**src/rtl/user_in_conditioner.sv**
```systemverilog
// Multi-channel input conditioner: synchroniser chain, consecutive-sample debounce and press/release pulses.
// Optional auto-repeat of press while held is enabled with `define AUTOREPEAT_EN. The falling-edge pulse port
// is named release_pulse because "release" is a reserved word.
module user_in_conditioner #(
  parameter int CHANNELS        = 4,
  parameter int SYNC_STAGES     = 2,
  parameter int DEBOUNCE_CYCLES = 16,
  parameter int REPEAT_DELAY    = 32,
  parameter int REPEAT_PERIOD   = 8
) (
  input  logic                clk,
  input  logic                reset,
  input  logic [CHANNELS-1:0] in,
  output logic [CHANNELS-1:0] level,
  output logic [CHANNELS-1:0] press,
  output logic [CHANNELS-1:0] release_pulse,
  output logic                any_press
);

  localparam int CNT_W = $clog2(DEBOUNCE_CYCLES) + 1;
  localparam logic [CNT_W-1:0] CNT_LAST = CNT_W'(DEBOUNCE_CYCLES - 1);

  if (CHANNELS < 1 || SYNC_STAGES < 2 || DEBOUNCE_CYCLES < 1 ||
      REPEAT_DELAY < 1 || REPEAT_PERIOD < 1) begin : g_param_check
    $error("user_in_conditioner: parameter out of range");
  end

  // Counter restarts whenever the sample agrees with the level and after each accepted change.
  function automatic logic [CNT_W-1:0] cnt_next(input logic differ, input logic [CNT_W-1:0] c);
    if (!differ || c == CNT_LAST) return '0;
    return c + 1'b1;
  endfunction

  logic [CHANNELS-1:0] sync_p [SYNC_STAGES];
  logic [CHANNELS-1:0] sync;
  logic [CNT_W-1:0]    cnt [CHANNELS];
  logic [CHANNELS-1:0] accept, rise, fall, press_next;

  // Stage p0..pN: synchroniser chain
  always_ff @(posedge clk) begin
    if (!reset) begin
      for (int s = 0; s < SYNC_STAGES; s++) sync_p[s] <= '0;
    end else begin
      sync_p[0] <= in;
      for (int s = 1; s < SYNC_STAGES; s++) sync_p[s] <= sync_p[s-1];
    end
  end

  assign sync = sync_p[SYNC_STAGES-1];

  always_comb begin
    accept = '0;
    for (int i = 0; i < CHANNELS; i++)
      accept[i] = (sync[i] != level[i]) && (cnt[i] == CNT_LAST);
  end

  assign rise = accept & sync;
  assign fall = accept & ~sync;

  // Debounce stage: level and per-channel counters
  always_ff @(posedge clk) begin
    if (!reset) begin
      level <= '0;
      for (int i = 0; i < CHANNELS; i++) cnt[i] <= '0;
    end else begin
      level <= level ^ accept;
      for (int i = 0; i < CHANNELS; i++) cnt[i] <= cnt_next(sync[i] != level[i], cnt[i]);
    end
  end

`ifdef AUTOREPEAT_EN
  localparam int RPT_MAX = (REPEAT_DELAY > REPEAT_PERIOD) ? REPEAT_DELAY : REPEAT_PERIOD;
  localparam int RPT_W   = $clog2(RPT_MAX) + 1;

  logic [RPT_W-1:0]    rpt [CHANNELS];
  logic [CHANNELS-1:0] repeat_fire;

  // rpt counts down to the next repeat; a held level that is not falling this edge may fire.
  always_comb begin
    repeat_fire = '0;
    for (int i = 0; i < CHANNELS; i++)
      repeat_fire[i] = level[i] && !fall[i] && (rpt[i] == '0);
  end

  always_ff @(posedge clk) begin
    if (!reset) begin
      for (int i = 0; i < CHANNELS; i++) rpt[i] <= '0;
    end else begin
      for (int i = 0; i < CHANNELS; i++) begin
        if (rise[i])                  rpt[i] <= RPT_W'(REPEAT_DELAY - 1);
        else if (!level[i] || fall[i]) rpt[i] <= '0;
        else if (rpt[i] == '0)        rpt[i] <= RPT_W'(REPEAT_PERIOD - 1);
        else                          rpt[i] <= rpt[i] - 1'b1;
      end
    end
  end

  assign press_next = rise | repeat_fire;
`else
  assign press_next = rise;
`endif

  // Output stage: registered pulses aligned with the level update
  always_ff @(posedge clk) begin
    if (!reset) begin
      press         <= '0;
      release_pulse <= '0;
      any_press     <= 1'b0;
    end else begin
      press         <= press_next;
      release_pulse <= fall;
      any_press     <= |press_next;
    end
  end

endmodule

```
**config.mk**
```make
export PLATFORM = sky130hd
export DESIGN_NAME = user_in_conditioner
export DESIGN_NICKNAME = d
export VERILOG_FILES = /design/src/rtl/user_in_conditioner.sv
export SDC_FILE = /design/constraint.sdc
export NUM_CORES = 1
export LEC_CHECK = 0
export ABC_AREA = 1
export BUFFER_PORTS_ARGS = -buffer_cell sky130_fd_sc_hd__buf_2
export CORE_MARGIN = 4
export CORE_UTILIZATION = 44
export CTS_CLUSTER_DIAMETER = 50
export DETAILED_ROUTE_END_ITERATION = 10
export HOLD_SLACK_MARGIN = 0.02
export PLACE_DENSITY_LB_ADDON = 0.3
export REMOVE_ABC_BUFFERS = 1
export SYNTH_ARGS = -nofsm -noshare
export SYNTH_HDL_FRONTEND = slang
export SYNTH_SLANG_ARGS = --single-unit
export TNS_END_PERCENT = 1
```
**constraint.sdc**
```tcl
create_clock -name clk -period 3.6 [get_ports clk]
set_input_delay 0.18 -clock clk [delete_from_list [all_inputs] [get_ports clk]]
set_output_delay 0.18 -clock clk [all_outputs]
set_load 0.01 [all_outputs]
```
[Word-level counts from Yosys, hierarchy flattened]
Memories as Yosys holds them, arrays and structs flattened.
Cells that the tools add are included.
Storage, ports and cells
  flip-flop bits (word level): 13
  RAM bits: 28
  input bits: 6
  output and inout bits: 13
  word-level logic and storage cells: 69
  memories: 2
Operators by class
  $add $sub $neg: 4
  eq/ne operators: 8
  muxes and demuxes: 28
  bitwise gates (word level): 10
  reductions and logical operators: 13
Memory list
  cnt: words 4, width 5, read ports 4, clocked after Yosys merged registers in 0, write ports 4, line 36  | logic [CNT_W-1:0] cnt [CHANNELS];
  sync_p: words 2, width 4, read ports 2, clocked after Yosys merged registers in 0, write ports 2, line 34  | logic [CHANNELS-1:0] sync_p [SYNC_STAGES];
Operators by type and width (number)
  5-bit two-way mux: 16
  5-bit by 1-bit adder with 5-bit output, second input constant: 4
  5-bit by 4-bit equality test with 1-bit output, second input constant: 4
  1-bit two-way mux: 10
  4-bit AND: 2
  4-bit two-way mux: 2
  1-bit bitwise OR: 6
  1-bit logical AND: 4
  1-bit zero test: 4
  1-bit logical OR: 4
  1-bit inequality test: 4
  4-bit inverter: 1
  4-bit OR reduction: 1
  4-bit bitwise XOR: 1

[Depth between registers and ports, before layout]
  word-level depth: 8
  mapped depth: 8
  mapped depth without buffers: 8

[Least setup slack after synthesis]
Ideal clock, no wire load.
  path kind: reg-to-reg
  from: mem cnt[0][0] (netlist name)
  to: reg any_press
  setup time: 0.127 ns
  arrival time: 1.106 ns
  required time: 3.473 ns
  path slack: 2.367 ns
  cell stages (with the launch flop): 9
  buffers on the path: 0
  period minus slack after synthesis: 1.233 ns
  path through: dfxtp_1 -> ha_1 -> nand2_1 -> nor2_1 -> ha_1 -> nand2_1 -> inv_1 -> nand2_1 -> nand4_1
RTL lines
  start: declaration: line 36
  end signal: assignment: line 112  | any_press <= |press_next;
  end: declaration: line 17  | output logic any_press

==> flow_metrics.tcl <==
set metrics [dict create \
    routabilityCongestion 0.704 \
    top_usage_layer "met2" \
    synth_fa_ha_area_share_pct 6.50 \
    diodes 0 \
    rsz0062_at_grt "false" \
    hp-class "primary input to flip-flop" \
    dpl.hpwl_um 1780 \
    detail_route.iter0.violations 46 \
    setup_viol 0 \
    yosys_warnings 0 \
    wl_per_cell_um 9.02 \
    yosysTopAreaCell "dfxtp_1" \
    grt_overflow_total 0 \
    synth_seq_cells 41 \
    final_common_cell "dfxtp_1" \
    synth-simple-area-share_pct 24.1 \
    critPathTopFamily "simple AND/OR/NAND/NOR gates" \
    dr.pass1.iters 4 \
    fp.dieH_um 67.1 \
    final_cell_mix "dfxtp_1 (41), inv_1 (37), nand2_1 (36)" \
    cts_hold_buf 4 \
    use_met1_pct 14.5 \
    syn2layout_area_growth_pct 15.9 \
    placed_cells 246 \
    routed_wl_um 2330 \
    io_buffer_count 18 \
    fin_worst_skew_ns 0.0127 \
    syn_inst 184 \
    path_class "flip-flop to flip-flop" \
    yosys-top-cells-area "dfxtp_1 (53%), inv_1 (9.0%), nand2_1 (8.8%), nor2_1 (6.8%), ha_1 (6.5%)" \
    clock_sinks 41 \
    io_pins 19 \
    synth_mux_area_share_pct 0 \
    tns_ns 0 \
    layout.nets 225 \
    drt-vias-per-instance 4.36 \
    drive_gt1_share_pct 14.6 \
    power_density_nw_per_um2 435 \
    grtUsageMet2_pct 20.1 \
    synth_compound_area_share_pct 2.85 \
    syn-cell-area_um2 1540 \
    htreeDepth 2 \
    finalCritPeriodShare_pct 38.8 \
    rows 21 \
    power_leakage_nw 0.844 \
    synth_xor_area_share_pct 2.28 \
    worst_pin_slew_ns 0.353 \
    status "complete, no violations" \
    vias 1124 \
    ant_nets 0 \
    cts_tree "yes" \
    grt_pass1_vias 991 \
    path_buf_inv 1 \
    fill_cells 327 \
    cts_buffers 5 \
    core_um2 3360 \
    total_power_mw 0.776 \
    grt_max_degree 19 \
    crit_path_end_kind "flip-flop" \
    crit_chain "ha_1, nand2_1, nor2_1, ha_1, inv_1, nand4_1, nor2_1" \
    use_met3_pct 3.99 \
    synth_top_family_by_area "simple AND/OR/NAND/NOR gates" \
    antenna_found_initial 0 \
    drc 0 \
    cts_buffer_depth 2 \
    die_w_um 67.1 \
    vdd_drop_max_mv 0.243 \
    slowest_stage "dfxtp_1" \
    drv_slew 0 \
    syn-mean-instance-area_um2 8.36 \
    cap_violations 0 \
    dieArea_um2 4510 \
    root_buffer "clkbuf_4" \
    worst_ep_arrival_time_ns 1.68 \
    yosysUniqueCellTypes 17 \
    start_util_pct 45.8 \
    synthDominantCellAreaShare_pct 53.3 \
    clock_latency_ns 0.35 \
    fin_crit_ns 1.40 \
    finalHoldViolations 0 \
    critPathMaxStageDelay_ns 0.36 \
    start_kind "flip-flop" \
    cp.required_ns 3.88 \
    worst-path-max-fanout 5 \
    cts.clk_slew.worst_paths_ns 0.12 \
    max_freq_ghz 0.715 \
    post-cts-setup-buffer-count 0 \
    final_cells 258 \
    grt_pass1_wl_um 4150 \
    post_cts_resized 0 \
    yosysSeqAreaShare_pct 53.3 \
    grtUsageTotal_pct 12.6 \
    max_slew_margin_pct 76.5 \
]
==> power by group <==
| group | leakage, nW | internal [mW] | switching (mW) |
|---|---|---|---|
| logic | 0.470 | 0.00958 | 0.0132 |
| clock network | 0.0424 | 0.148 | 0.143 |
| registers | 0.332 | 0.459 | 0.00314 |
| total | 0.844 | 0.616 | 0.160 |
==> state kept, by name, summed over array words and instances, names as in the netlist, named ones only <==
signal	count
any_press	1
sync_p	8
cnt	20
release_pulse	4
press	4
==> cell families after synthesis <==
kind of cell / count (synthesis)
and+or+nand+nor: 83
DFF: 41
buffers and inverters: 40
AOI/OAI and AO/OA: 8
adders and majority gates: 8
xor gates and xnor gates: 4
==> path summary, 6_finish.rpt <==
check                           from                       to  slack (ns)  depth (start not counted)
min                            reset  sync_p[0][6]$_SDFF_PN0_        0.20                          3
max reg2reg     cnt[1][0]$_SDFF_PP0_     cnt[1][1]$_SDFF_PP0_        2.20                          7
max             cnt[1][0]$_SDFF_PP0_     cnt[1][1]$_SDFF_PP0_        2.20                          7
min reg2reg  sync_p[0][2]$_SDFF_PN0_  sync_p[0][6]$_SDFF_PN0_        0.42                          2
==> final cells by class <==
type	count	area (µm²)	area share, %
Inverter	38	145	8.13
Multi-Input combinational cell	103	551	30.9
Tap cell	46	57.6	3.23
Sequential cell	41	821	46.0
Clock buffer	6	41.3	2.31
Timing Repair Buffer	22	130	7.29
Clock inverter	2	38.8	2.17
==> metal layers <==
| metal | wire length, µm | part of all wire, % |
|---|---|---|
| met1 | 1060 | 45 |
| met2 | 1110 | 48 |
| met3 | 95 | 4.1 |
| met4 | 60 | 2.6 |
| met5 | 0 | 0 |
==> cell usage after synthesis, drive strengths merged <==
cell type / n
nor3: 1
buf: 2
inv: 38
nand4: 8
nand2: 37
nand3: 7
o21ai: 4
xnor2: 4
a21oi: 4
dfxtp: 41
ha: 8
nor2: 30
==> tightest hold or removal path: stages <==
cell and delay, ns:
buf_2 0.22, nand2_1 0.09, inv_1 0.03
==> metrics by stage <==
stage / util, % / setup slack (ns) / hold slack (ns) / cell area [µm²]
floorplan: - / 2.37 / 0.273 / 1520
global placement: 49.5 / 2.23 / 0.360 / 1660
detailed placement: 49.5 / 2.20 / 0.366 / 1660
CTS: 53.1 / 2.18 / 0.203 / 1780
global route: 53.1 / 2.04 / 0.200 / 1780
finish: 53.1 / 2.20 / 0.205 / 1780
Power figures use the tool's default switching activity.
